$ cat config.mk
export PLATFORM = sky130hd
export DESIGN_NAME = half_fetch_ctrl
export DESIGN_NICKNAME = d
export VERILOG_FILES = /design/src/rtl/half_fetch_ctrl_pkg.sv /design/src/rtl/half_fetch_ctrl_hw_decode.sv /design/src/rtl/half_fetch_ctrl.sv
export SDC_FILE = /design/constraint.sdc
export NUM_CORES = 1
export LEC_CHECK = 0
export CORE_UTILIZATION = 50
export DETAILED_ROUTE_END_ITERATION = 10
export GPL_TIMING_DRIVEN = 0
export PLACE_DENSITY = 0.79
export SLEW_MARGIN = 10
export SYNTH_ARGS = -nofsm -noshare
export SYNTH_HDL_FRONTEND = slang
export SYNTH_SLANG_ARGS = --single-unit
$ cat constraint.sdc
create_clock -name clk -period 2.85 [get_ports clk]
set_input_delay 0.57 -clock clk [delete_from_list [all_inputs] [get_ports clk]]
set_output_delay 0.57 -clock clk [all_outputs]
set_load 0.01 [all_outputs]
$ cat src/rtl/half_fetch_ctrl_pkg.sv
// Shared fetch definitions: FSM encoding, compressed-detect opcode, default reset PC.
package half_fetch_ctrl_pkg;

  typedef enum logic [1:0] {
    ST_IDLE  = 2'd0,
    ST_LOW   = 2'd1,
    ST_UPPER = 2'd2,
    ST_DRAIN = 2'd3
  } fetch_state_e;

  localparam logic [1:0]  OPC_32       = 2'b11;
  localparam logic [31:0] RESET_PC_DEF = 32'h0000_0000;

  // The icache returns each half-word byte-swapped relative to instruction order.
  function automatic logic [15:0] swap_half(input logic [15:0] d);
    return {d[7:0], d[15:8]};
  endfunction

endpackage

$ cat src/rtl/half_fetch_ctrl_hw_decode.sv
// Combinational half-word decode: byte swap, then compressed-vs-32-bit classification.
module hw_decode
  import half_fetch_ctrl_pkg::*;
(
  input  logic [15:0] rdata_i,
  output logic        is_c_o
);

  logic [15:0] half;

  assign half = swap_half(rdata_i);
  // An all-zero half is treated as the low half of a 32-bit instruction.
  assign is_c_o = (half[1:0] != OPC_32) && (half != 16'h0000);

endmodule

$ cat src/rtl/half_fetch_ctrl.sv
// Half-word fetch controller assembling 16/32-bit instructions; results are registered, 1 cycle after acceptance.
// Optional saturating perf counters are built only when HALF_FETCH_PERF_EN is defined.
module half_fetch_ctrl
  import half_fetch_ctrl_pkg::*;
#(
  parameter logic [31:0] RESET_PC = RESET_PC_DEF,
  parameter int          CNT_W    = 32
) (
  input  logic             clk,
  input  logic             rst,
  input  logic             stall,
  input  logic             jump,
  input  logic [31:0]      jump_target,
  input  logic             hazard_flush,
  output logic             icache_read,
  output logic [31:0]      icache_addr,
  input  logic             icache_ready,
  input  logic [15:0]      icache_rdata,
  output logic             hw_valid,
  output logic             instr_valid,
  output logic [31:0]      instr_pc,
  output logic             instr_is_c,
  output logic [CNT_W-1:0] perf_c_cnt,
  output logic [CNT_W-1:0] perf_w_cnt
);

  fetch_state_e state_q, state_d;
  logic [31:0]  addr_q, addr_d;
  logic [31:0]  pend_q, pend_d;
  logic [31:0]  tgt_q, tgt_d;
  logic [31:0]  pc_q, pc_d;
  logic         hwv_q, hwv_d;
  logic         iv_q, iv_d;
  logic         isc_q, isc_d;
  logic         is_c;
  logic [31:0]  jt;

  hw_decode u_hw_decode (
    .rdata_i (icache_rdata),
    .is_c_o  (is_c)
  );

  assign jt          = jump_target & ~32'h1;
  assign icache_read = (state_q != ST_IDLE);

  always_comb begin
    state_d = state_q;
    addr_d  = addr_q;
    pend_d  = pend_q;
    tgt_d   = tgt_q;
    pc_d    = pc_q;
    isc_d   = isc_q;
    hwv_d   = hwv_q;
    iv_d    = iv_q;
    if (!stall) begin
      hwv_d = 1'b0;
      iv_d  = 1'b0;
      case (state_q)
        ST_IDLE: begin
          state_d = ST_LOW;
          if (jump) addr_d = jt;
        end
        ST_LOW, ST_UPPER: begin
          if (jump) begin
            // A request is always outstanding here; without data it must drain first.
            if (icache_ready) begin
              addr_d  = jt;
              state_d = ST_LOW;
            end else begin
              tgt_d   = jt;
              state_d = ST_DRAIN;
            end
          end else if (hazard_flush && (state_q == ST_UPPER)) begin
            state_d = ST_LOW;
          end else if (icache_ready) begin
            hwv_d  = 1'b1;
            addr_d = addr_q + 32'd2;
            if (state_q == ST_UPPER) begin
              iv_d    = 1'b1;
              isc_d   = 1'b0;
              pc_d    = pend_q;
              state_d = ST_LOW;
            end else if (is_c) begin
              iv_d  = 1'b1;
              isc_d = 1'b1;
              pc_d  = addr_q;
            end else begin
              pend_d  = addr_q;
              state_d = ST_UPPER;
            end
          end
        end
        ST_DRAIN: begin
          if (icache_ready) begin
            addr_d  = jump ? jt : tgt_q;
            state_d = ST_LOW;
          end else if (jump) begin
            tgt_d = jt;
          end
        end
      endcase
    end
  end

  always_ff @(posedge clk) begin
    if (rst) begin
      state_q <= ST_IDLE;
      addr_q  <= RESET_PC;
      pend_q  <= 32'h0;
      tgt_q   <= 32'h0;
      pc_q    <= 32'h0;
      hwv_q   <= 1'b0;
      iv_q    <= 1'b0;
      isc_q   <= 1'b0;
    end else begin
      state_q <= state_d;
      addr_q  <= addr_d;
      pend_q  <= pend_d;
      tgt_q   <= tgt_d;
      pc_q    <= pc_d;
      hwv_q   <= hwv_d;
      iv_q    <= iv_d;
      isc_q   <= isc_d;
    end
  end

  assign icache_addr = addr_q;
  assign hw_valid    = hwv_q;
  assign instr_valid = iv_q;
  assign instr_pc    = pc_q;
  assign instr_is_c  = isc_q;

`ifdef HALF_FETCH_PERF_EN
  localparam logic [CNT_W-1:0] CNT_ONE = {{(CNT_W-1){1'b0}}, 1'b1};

  logic [CNT_W-1:0] c_cnt_q, w_cnt_q;
  logic             inc_c, inc_w;

  // Gate with stall: iv_d merely holds the previous value while stalled.
  assign inc_c = !stall && iv_d && isc_d;
  assign inc_w = !stall && iv_d && !isc_d;

  always_ff @(posedge clk) begin
    if (rst) begin
      c_cnt_q <= '0;
      w_cnt_q <= '0;
    end else begin
      if (inc_c && (c_cnt_q != '1)) c_cnt_q <= c_cnt_q + CNT_ONE;
      if (inc_w && (w_cnt_q != '1)) w_cnt_q <= w_cnt_q + CNT_ONE;
    end
  end

  assign perf_c_cnt = c_cnt_q;
  assign perf_w_cnt = w_cnt_q;
`else
  assign perf_c_cnt = '0;
  assign perf_w_cnt = '0;
`endif

endmodule

==> results of run 1 <==
-- timing repair --
action | in CTS | in global routing
gates resized for setup | 1 | 4
gates cloned | 0 | 0
pin swaps | 0 | 0
endpoints found under the setup margin | 30 | 50
-- state kept, by name (all words and copies together), names as in the netlist --
name         cells
icache_addr     32
instr_is_c       1
state_q          2
instr_valid      1
tgt_q           32
instr_pc        32
pend_q          32
hw_valid         1
-- metrics by stage --
stage	area, um^2	cells	worst slack, ps	TNS (ps)
2_1_floorplan	7600	944	575	0
3_3_place_gp	9030	1244	-304	-19390
3_5_place_dp	9030	1244	-268	-19480
4_1_cts	9630	1276	48.8	0
5_1_grt	9640	1275	-61.3	-61.3
6_report	9640	1275	91.1	0
-- layout make-up --
type | count | share of cell area [%]
clock inverters | 12 | 1.61
inverters | 15 | 0.584
plain buffers | 140 | 8.24
repair buffers | 120 | 12.5
multi-input cells | 655 | 42.5
clock buffers | 20 | 4.64
well taps | 180 | 2.34
flip-flops and latches | 133 | 27.6
-- worst register-to-register path: stages, from the launching register on --
cell,delay [ps]
dfxtp_1,420
inv_1,90
ha_1,320
nand2b_1,80
buf_1,340
o2111a_1,250
buf_2,230
clkbuf_1,480
o21ai_0,180
a2bb2oi_1,210
nor2_1,60
-- metal layers --
metal | wire length, um | global-route usage (%)
met1 | 9670 | 39.6
met2 | 10200 | 45.8
met3 | 1820 | 6.37
met4 | 763 | 12.5
met5 | 0 | 0
-- report_power, final --
group	internal (mW)	leakage [nW]	total [mW]	switching, mW
logic	0.540	2.11	1.24	0.704
registers	1.95	1.08	2.08	0.124
clock network	1.40	0.290	2.22	0.826
-- kinds of logic (layout without fill, tap and decap cells) --
group	Yosys count	after routing
compound gates	253	253
simple gates	248	248
buf+inv	156	307
flops	133	133
mux	76	76
fa+ha+maj	7	7
xor+xnor	7	7
other cells	1	64
-- final timing paths --
kind | startpoint | end | slack, ps | depth (start not counted)
max reg2reg | state_q[1]$_SDFFE_PP0P_ | icache_addr[6]$_SDFFE_PP0P_ | 90 | 10
min | tgt_q[22]$_SDFFE_PP0P_ | tgt_q[22]$_SDFFE_PP0P_ | 450 | 2
min reg2reg | tgt_q[22]$_SDFFE_PP0P_ | tgt_q[22]$_SDFFE_PP0P_ | 450 | 2
max | state_q[1]$_SDFFE_PP0P_ | icache_addr[6]$_SDFFE_PP0P_ | 90 | 10
-- cell usage in the layout (no fill, tap or decap), types with 24 or more instances in the layout --
cell type and n:
a22o_1 24, mux2i_1 64, nor2_1 69, nand2_1 93
buf_4 67, clkdlybuf4s50_1 120, conb_1 64, clkbuf_1 52
a211oi_1 36, o21ai_0 27, a21oi_1 79, dfxtp_1 133
==> summary.md, run 1 <==
| Metric | Value |
|---|---|
| H-tree levels | `4` |
| First-pass GRT wire length | `34000 um` |
| Setup crit end kind | `flip-flop` |
| Post-layout power | `5.54 mW` |
| Num CTS Buffers | `17` |
| Cells after Synth | `881` |
| XOR/XNOR Fraction of Synth Area | `0.832%` |
| Iter 0 DRT Violations | `879` |
| Die Width | `123 um` |
| Final slew viol count | `0` |
| CP Cell Sequence | `inv_1 -> ha_1 -> nand2b_1 -> buf_1 -> o2111a_1 -> buf_2 -> clkbuf_1 -> o21ai_0 -> a2bb2oi_1 -> nor2_1` |
| Synth-to-layout area growth | `30.8%` |
| Post-Synth Adder-Cell Area | `1.19%` |
| Core area | `0.0141 mm^2` |
| Vias per cell | `5.74` |
| Gr usage total | `29.6%` |
| FF+latch area | `0.00266 mm^2` |
| Top cells by count, synth | `dfxtp_1, nand2_1, a21oi_1, nor2_1, buf_4` |
| Share of cells above drive strength 1 | `12.1%` |
| Layout Utilization | `68.1%` |
| Post-synthesis compound-gate area fraction | `23.9%` |
| DIE AREA | `0.0152 mm^2` |
| FFs w/ async S/R, synth | `0%` |
| Power Density | `575 mW/mm^2` |
| Worst Clk Skew | `6.91 ps` |
| Post-Syn Area per Cell | `8.36 um^2` |
| DR pass1 iterations | `7` |
| Post-DRT Antenna Nets | `0` |
| Final Wtd Congestion | `0.972` |
| YS warnings | `0` |
| Run status | `completed` |
| Clock Latency Late Sink | `420 ps` |
| Critical-path top delay cell | `clkbuf_1` |
| Post-synth top area share | `36.1%` |
| Largest net degree at the start of global routing | `17` |
| Initial Utilization | `52.1%` |
| Final min period | `2760 ps` |
| Rel. slew slack | `48.9%` |
| WL/cell | `17.6 um` |
| Setup-failing EPs final | `0` |
| Cell area after synthesis | `0.00737 mm^2` |
| LEAKAGE | `3.48 nW` |
| Flops & latches, synth | `133` |
| Worst setup path category | `flip-flop to flip-flop` |
| Tightest Hold Check Type | `flip-flop to flip-flop` |
| Count leader, synth | `dfxtp_1` |
| Vias in the first global route | `6302` |
| Clk buf depth | `2` |
| Max_cap viols | `0` |
| Final hold slack | `453 ps` |
| Seq/Total Area, Yosys | `36.1%` |
| Remaining DRCs | `0` |
| CTS Sinks | `133` |
| RSZ-0062 raised after global routing | `true` |
| CP max FO | `10` |
| FILL cells | `1211` |
| Total gr overflow | `0` |
| N_diodes | `0` |
| # hold bufs at CTS | `0` |
| Post-synth cell types | `68` |
| Largest area contributor in the netlist | `dfxtp_1` |
| Fmax | `362 MHz` |
| Multi-input logic area | `0.00410 mm^2` |
| Main combinational cell family by area after synthesis | `compound AO/OA/AOI/OAI gates` |
| Post-DP HPWL | `17000 um` |
| Layout net count | `1143` |
| Worst path required time | `3150 ps` |
| Startpoint Class | `flip-flop` |
| CTS tree | `done` |
| Top_reg_cell synth | `dfxtp_1` |
| Arr. time, crit path | `3050 ps` |
| Clk slew on worst S/H paths | `60 ps` |
| Max stage delay on crit path | `470 ps` |
| Post-CTS setup repair buffer count | `0` |
| Mux contribution to synthesized area | `10.5%` |
| Initial antenna violation count | `0` |
| Area contributors post-synth | `dfxtp_1, mux2i_1, buf_4, a21oi_1, nand2_1` |
| WP buf/inv | `4` |
| Clock Tree Root | `clkbuf_16` |
| Die height | `123 um` |
| Hold Violations, Final | `0` |
| Detailed-route via count | `7314` |
| PortBufs | `120` |
| Final period utilization | `96.8%` |
| Worst path top cell family by delay | `buffers and inverters` |
| Post-synthesis simple-gate area fraction | `15.8%` |
| Worst vdd ir | `0.404 mV` |
| Post-Route WL | `22500 um` |
| Post-synth EDFFs | `0` |
| I/O Pins | `186` |
| Worst-Margin Slew | `766 ps` |
| # rows | `43` |
Power figures use the tool's default switching activity.
==> run 2: changes to the inputs <==
- CAP_MARGIN: default -> 20
- clock period: 2.85 -> 2.8 ns (I/O delays scaled with it)
==> run 2 against run 1 <==
  * Combinational power about the same
  * Flip-flop and latch count unchanged
  * Hold slack about the same
  * Clock-buffer cell count unchanged
  * Critical endpoint is now icache_addr[20]$_SDFFE_PP0P_
  * Routed wire length decreased by 0.39%
  * Largest cell class unchanged
==> summary.md, run 2 (synthesis results as in run 1) <==
| Metric | Value |
|---|---|
| Pint | `3.96 mW (+1.8%)` |
| Placed inst area | `0.00903 mm^2 (unchanged)` |
| DR pass1 iterations | `8 (+1)` |
| Final period utilization | `98.4%` |
| Hold path cells | `2 (unchanged)` |
| CTS Sinks | `133 (unchanged)` |
| Most common cell after layout, fill and taps aside | `dfxtp_1` |
| Setup TNS Final | `0 ps (unchanged)` |
| Hold Violations, Final | `0 (unchanged)` |
| Clk buf depth | `2 (unchanged)` |
| Remaining DRCs | `0 (unchanged)` |
| Final Wtd Congestion | `0.972 (unchanged)` |
| Initial Utilization | `52.1% (unchanged)` |
| Placed instance count | `1244 (unchanged)` |
| Max_cap viols | `0 (unchanged)` |
| Post-layout power | `5.64 mW (+1.8%)` |
| Run status | `completed` |
| Clock Tree Root | `clkbuf_16` |
| # hold bufs at CTS | `0 (unchanged)` |
| Num CTS Buffers | `17 (unchanged)` |
| Sw power | `1.68 mW (+1.6%)` |
| Arr. time, crit path | `3090 ps (+40 ps)` |
| N_diodes | `0 (unchanged)` |
| Iter 0 DRT Violations | `788 (-10%)` |
| Initial antenna violation count | `0 (unchanged)` |
| Flop pwr share | `37.4% (about the same)` |
| Total gr overflow | `0 (unchanged)` |
| Worst-Margin Slew | `766 ps (-0.0101 ps)` |
| Final Cell Area | `0.00964 mm^2 (about the same)` |
| Worst path required time | `3140 ps (about the same)` |
| Post-DP HPWL | `17000 um (unchanged)` |
| I/O Pins | `186 (unchanged)` |
| Die Width | `123 um (unchanged)` |
| Clk slew on worst S/H paths | `60 ps (about the same)` |
| Clock Latency Late Sink | `420 ps (about the same)` |
| Worst setup path category | `input port to flip-flop` |
| PortBufs | `120 (unchanged)` |
| Final hold slack | `453 ps (-0.277 ps)` |
| Vias per cell | `5.73 (-0.17%)` |
| Largest net degree at the start of global routing | `17 (unchanged)` |
| FF-to-FF path depth | `8 (-2)` |
| Clock share of power | `40.1% (about the same)` |
| R2R Path End | `icache_addr[6]$_SDFFE_PP0P_` |
| Tightest Hold Check Type | `flip-flop to flip-flop` |
| Die height | `123 um (unchanged)` |
| Layout net count | `1142 (-0.087%)` |
| Setup crit end kind | `flip-flop` |
| Synth-to-layout area growth | `30.8% (about the same)` |
| Detailed-route via count | `7296 (-0.25%)` |
| WL/cell | `17.6 um (-0.31%)` |
| Gr usage total | `29.6% (unchanged)` |
| Commonest non-fill, non-tap cells in the layout | `dfxtp_1, clkdlybuf4s50_1, nand2_1, a21oi_1, nor2_1` |
| Post-DRT Antenna Nets | `0 (unchanged)` |
| Rel. slew slack | `48.9% (about the same)` |
| Reg2Reg Setup Slack | `190 ps (+100 ps)` |
| Worst vdd ir | `0.410 mV (+1.5%)` |
| Vias in the first global route | `6302 (unchanged)` |
| Fmax | `363 MHz` |
| CTS tree | `done` |
| Final min period | `2750 ps` |
| Post-Route WL | `22400 um (-0.39%)` |
| Hold endpoint | `tgt_q[22]$_SDFFE_PP0P_` |
| Final slew viol count | `0 (unchanged)` |
| Hold Crit Start | `tgt_q[22]$_SDFFE_PP0P_` |
| Worst r2r src | `state_q[0]$_SDFFE_PP0P_` |
| Switch share | `29.8% (-0.035 points)` |
| Worst Clk Skew | `6.67 ps (-0.241 ps)` |
| Startpoint Class | `input port` |
| H-tree levels | `4 (unchanged)` |
| Comb pwr share | `22.4% (about the same)` |
| Power Density | `585 mW/mm^2 (+1.7%)` |
| First-pass GRT wire length | `34000 um (unchanged)` |
| Core area | `0.0141 mm^2 (unchanged)` |
| DIE AREA | `0.0152 mm^2 (unchanged)` |
| CP max FO | `10 (unchanged)` |
| Non-filler cells in the finished layout | `1274 (-0.078%)` |
| Share of cells above drive strength 1 | `12.5% (+0.38 points)` |
| Setup-failing EPs final | `0 (unchanged)` |
| # rows | `43 (unchanged)` |
| LEAKAGE | `3.49 nW (+0.25%)` |
[run 2: repair_timing]
action,CTS,global route
endpoints found under the hold margin,0,0
gates resized for setup,2,9
endpoints found under the setup margin,31,46
pin swaps,0,0
buffers inserted,0,0
[run 2: worst max-delay path, stage by stage]
cell and delay (ps):
clkdlybuf4s50_1 480, buf_2 240, nor2_1 450, buf_1 550, o21ai_0 300, nor4_1 210, o21ai_0 110, a21oi_1 190
[run 2: final cells by class]
| type | instances | area [um^2] |
|---|---|---|
| clock inverter | 12 | 155 |
| buffer | 139 | 795 |
| sequential | 133 | 2660 |
| timing repair buffer | 120 | 1200 |
| tap | 180 | 225 |
| multi-input combinational | 655 | 4100 |
| fill | 1213 | 4510 |
| inverter | 15 | 56.3 |
| clock buffer | 20 | 447 |
[run 2: per-layer routing]
metal	GRT usage, %	vias to the layer above	share of wire (%)
li1	-	3491	-
met1	39.6	3335	43
met2	45.8	415	46
met3	6.37	55	8.4
met4	12.5	0	2.8
met5	0	-	0
[run 2: metrics by stage]
stage                     worst slack, ps  utilization [%]
final                                45.7             68.1
after global routing                -3.14             68.1
after CTS                            29.5             68.1
after detailed placement             -308             63.8
after global placement               -344             63.8
after floorplan                       525                -
[run 2: worst max path at each step]
stage	start	cells after the start	slack (ps)	endpoint
after floorplan	state_q[1]$_SDFFE_PP0P_	9	520	icache_addr[6]$_SDFFE_PP0P_
after global placement	jump	8	-340	instr_pc[26]$_SDFFE_PP0P_
after detailed placement	jump	8	-310	instr_pc[26]$_SDFFE_PP0P_
after CTS	state_q[1]$_SDFFE_PP0P_	9	30	instr_pc[4]$_SDFFE_PP0P_
after global routing	jump	8	-3	tgt_q[8]$_SDFFE_PP0P_
final	jump	8	50	icache_addr[20]$_SDFFE_PP0P_
[run 2: power groups by stage]
stage	Clock, mW	Combinational (mW)	Sequential [mW]
finish	2.26	1.27	2.11
global route	2.37	1.35	2.12
CTS	2.27	1.24	2.11
detailed placement	0	1.23	2.15
global placement	0	1.22	2.14
floorplan	0	0.733	2.14
